File: src/rtl/arb_mux_reg.sv
// Operand selector for the MAC datapath. It picks one of CH valid/ready channels,
// either by round-robin or by forced select, and holds the result in one output register.
module arb_mux_reg #(
   parameter int N  = 8,
   parameter int CH = 4,
   parameter int SW = 3
) (
   input  logic              clk,
   input  logic              rst,
   input  logic              mode,
   input  logic [SW-1:0]     sel_ch,
   input  logic [CH-1:0]     in_valid,
   input  logic [CH*N-1:0]   in_data,
   output logic [CH-1:0]     in_ready,
   output logic              out_valid,
   output logic [N-1:0]      out_data,
   output logic [SW-1:0]     out_ch,
   input  logic              out_ready
);

   logic [SW-1:0] ptr;
   logic          vld_p0;
   logic [N-1:0]  data_p0;
   logic [SW-1:0] ch_p0;

   logic          load_en;
   logic          gnt_vld;
   logic [SW-1:0] gnt_idx;
   logic [N-1:0]  gnt_data;
   logic          xfer;

   assign load_en = !vld_p0 || out_ready;

   // Grant: forced channel in mode 1, otherwise the first requester found scanning from ptr.
   always_comb begin
      gnt_vld = 1'b0;
      gnt_idx = '0;
      if (mode) begin
         for (int i = 0; i < CH; i++) begin
            if (sel_ch == SW'(i) && in_valid[i]) begin
               gnt_vld = 1'b1;
               gnt_idx = SW'(i);
            end
         end
      end else begin
         for (int k = 0; k < CH; k++) begin
            automatic int idx = int'(ptr) + k;
            if (idx >= CH) idx = idx - CH;
            if (!gnt_vld && in_valid[idx]) begin
               gnt_vld = 1'b1;
               gnt_idx = SW'(idx);
            end
         end
      end
   end

   always_comb begin
      gnt_data = '0;
      for (int i = 0; i < CH; i++) begin
         if (gnt_idx == SW'(i)) gnt_data = in_data[i*N +: N];
      end
   end

   always_comb begin
      in_ready = '0;
      for (int i = 0; i < CH; i++) begin
         in_ready[i] = !rst && load_en && gnt_vld && (gnt_idx == SW'(i));
      end
   end

   assign xfer = |in_ready;

   // Output stage p0: refills in the same cycle it drains.
   always_ff @(posedge clk or posedge rst) begin
      if (rst) begin
         vld_p0  <= 1'b0;
         data_p0 <= '0;
         ch_p0   <= '0;
         ptr     <= '0;
      end else if (xfer) begin
         vld_p0  <= 1'b1;
         data_p0 <= gnt_data;
         ch_p0   <= gnt_idx;
         if (!mode) ptr <= (gnt_idx == SW'(CH-1)) ? '0 : gnt_idx + SW'(1);
      end else if (out_ready) begin
         vld_p0  <= 1'b0;
      end
   end

   assign out_valid = vld_p0;
   assign out_data  = data_p0;
   assign out_ch    = ch_p0;

endmodule
File: config.mk
export PLATFORM = sky130hd
export DESIGN_NAME = arb_mux_reg
export DESIGN_NICKNAME = d
export VERILOG_FILES = /design/src/rtl/arb_mux_reg.sv
export SDC_FILE = /design/constraint.sdc
export NUM_CORES = 1
export LEC_CHECK = 0
export ABC_AREA = 1
export BUFFER_PORTS_ARGS = -buffer_cell sky130_fd_sc_hd__buf_2
export CORE_MARGIN = 1.5
export CORE_UTILIZATION = 32
export CTS_CLUSTER_DIAMETER = 60
export DETAILED_ROUTE_END_ITERATION = 10
export SYNTH_ARGS = -nofsm -noshare
export SYNTH_HDL_FRONTEND = slang
export SYNTH_SLANG_ARGS = --single-unit
File: constraint.sdc
create_clock -name clk -period 4.4 [get_ports clk]
set_input_delay 0.88 -clock clk [delete_from_list [all_inputs] [get_ports clk]]
set_output_delay 0.88 -clock clk [all_outputs]
set_load 0.005 [all_outputs]
==> out/results.ini <==
[outcome]
status=complete, no violations

[timing]
post-route-period-util_pct=92.0
slew_violations=0
relSlewSlack_pct=61.0
finalSetupViolCount=0
worst_slack_ns=0.354
tightest_slew_ns=0.584
fin_worst_skew_ns=0.00457
fmax_mhz=247
fin_tns_setup_ns=0
rsz0062_at_grt=no
min_period_ns=4.05
finalHoldViolations=0

[clock_tree]
clk_pin_slew_worst_paths_ns=0.06
cts-root-buf=clkbuf_8
clock_path_buffers=2
hold_buffers=0
htree_num_levels=1
ctsResizeCount=0
cts_tree=yes
insertion_delay_ns=0.24
cts_sinks=15
post_cts_buffers=0
cts_made_buffers=3

[setup_path]
reg2reg_slack_ns=0.78
crit_type=reg2out
crit_arrival_ns=3.17
rr_worst_depth=17
r2r-start=ptr[0]$_DFFE_PP0P_
worstPathRequired_ns=3.52
crit_path_end_kind=output pin
crit_path_max_fanout=18
cp-start-kind=register
r2r_end=out_ch[0]$_DFFE_PP0P_

[cells_and_area]
area_growth_pct=20.1
insertedDiodeCount=0
layout_commonest_cell=nand2_1
layout.nets=371
drive_gt1_share_pct=30.8
mostFrequentLayoutCells=nand2_1 (88), buf_2 (58), nor2_1 (31)

[floorplanning]
core_um2=5070
die-area_um2=5660
initial_utilization_pct=32.9
ios=59
std_cell_rows=26
die_w_um=75.3
die_h_um=75.3

[pwr]
ir_worst_vdd_uv=208
p_leak_uw=0.00122
p_per_area_nw_per_um2=539

[yosys]
yosysUniqueCellTypes=30
yosysWarnings=0
syn_inst=267
ys_ff_latch=15
synth.net_count=316
avgSynthCellArea_um2=6.26
synth_area_um2=1670
ys_seq_area_share_pct=22.5

[grt]
antenna_found_initial=0
grt-ovfl-total=0
track_usage_pct=15.1
grt_first_pass_wirelength_um=6870
grt_max_degree=31
grt_pass1_vias=1644

[placed_design]
dp_slack_ns=0.583
portBuffers=58
dpl.hpwl_um=3280
gp_congestion=0.794

[detailed_routing]
drt-total-wl_um=4040
drtPass1Iterations=5
viasPerCell=4.37
drc=0
vias=1709
antenna_left=0
dr.first_iter.drc_count=99
post_drt_wl_per_cell_um=10.3

[run]
drv_cap=0

[min_path]
whs_path_depth=2
hold_class=reg2reg
hold_path_end=out_data[3]$_DFFE_PP0P_
holdCritStartpoint=out_data[3]$_DFFE_PP0P_

==> how the worst max path moves through the flow <==
stage	cells past startpoint	start	endpoint	slack, ns
6_report	15	ptr[0]$_DFFE_PP0P_	in_ready[1]	0.35
3_5_place_dp	15	in_valid[3]	in_ready[1]	0.58
5_1_grt	15	ptr[0]$_DFFE_PP0P_	in_ready[1]	0.04
3_3_place_gp	15	in_valid[3]	in_ready[1]	0.57
4_1_cts	15	ptr[0]$_DFFE_PP0P_	in_ready[1]	0.34
2_1_floorplan	16	in_valid[2]	in_ready[1]	0.86
==> sequential cells by signal, summed over array words and instances, names as in the netlist <==
name and count:
ptr 3, out_data 8, out_valid 1, out_ch 3
==> Yosys cell counts (all sizes together) <==
master,count,area [um2]
clkinv,5,18.8
nor2,33,134
o22ai,1,6.26
o211ai,3,32.5
o21ai,7,38.8
inv,36,143
clkbuf,1,3.75
a21oi,12,60.1
buf,9,97.6
nand2,103,458
nand3,34,215
dfrtp,15,375
nand4,1,6.26
a31oi,1,6.26
ha,6,75.1
==> report_power, final <==
| group | internal (uW) | switching (uW) |
|---|---|---|
| Sequential | 190 | 47.4 |
| Combinational | 271 | 465 |
| Clock | 63.9 | 44.6 |
==> final cells by class <==
type,count,area [um2]
repair buffers,60,305
clock buffers,4,45.0
inverters,41,161
fillers,583,3070
multi-input cells,201,1030
well taps,70,87.6
flip-flops and latches,15,375
==> routing by layer <==
metal	global-route usage, %	vias to the layer above	share of wire, %
li1	-	931	-
met1	21.7	735	52
met2	25.3	41	44
met3	0.937	2	3.1
met4	2.78	0	0.87
met5	0	-	0
==> through the flow <==
stage                     hold slack (ns)  area, um2  std cells  utilization (%)  power, uW
after floorplan                     0.472       1670        267                -        836
after global placement              0.463       1960        387             38.7        973
final                               0.474       2010        391             39.5       1080
after CTS                           0.481       2010        391             39.5       1090
after global routing                0.502       2010        391             39.5       1210
after detailed placement            0.465       1960        387             38.7        979
==> critical path, cell delays in order (launching register included) <==
cell and delay, ns:
dfrtp_1 0.60, inv_8 0.07, ha_1 0.38, inv_1 0.15, nand3_2 0.09, nand2_2 0.09
nand2_2 0.08, nor2_4 0.10, nand2_2 0.07, a21oi_1 0.14, o22ai_1 0.17, inv_1 0.12
ha_1 0.53, nand2_1 0.10, nor2_1 0.10, buf_2 0.11
==> cells by family after synthesis <==
| group | after synthesis | share of synthesized area, % |
|---|---|---|
| and+or+nand+nor | 171 | 48.7 |
| buffers and inverters | 51 | 15.7 |
| AOI/OAI and AO/OA | 24 | 8.61 |
| DFF | 15 | 22.5 |
| adders and majority gates | 6 | 4.49 |
Note: power is estimated with default switching activity, not from simulation.
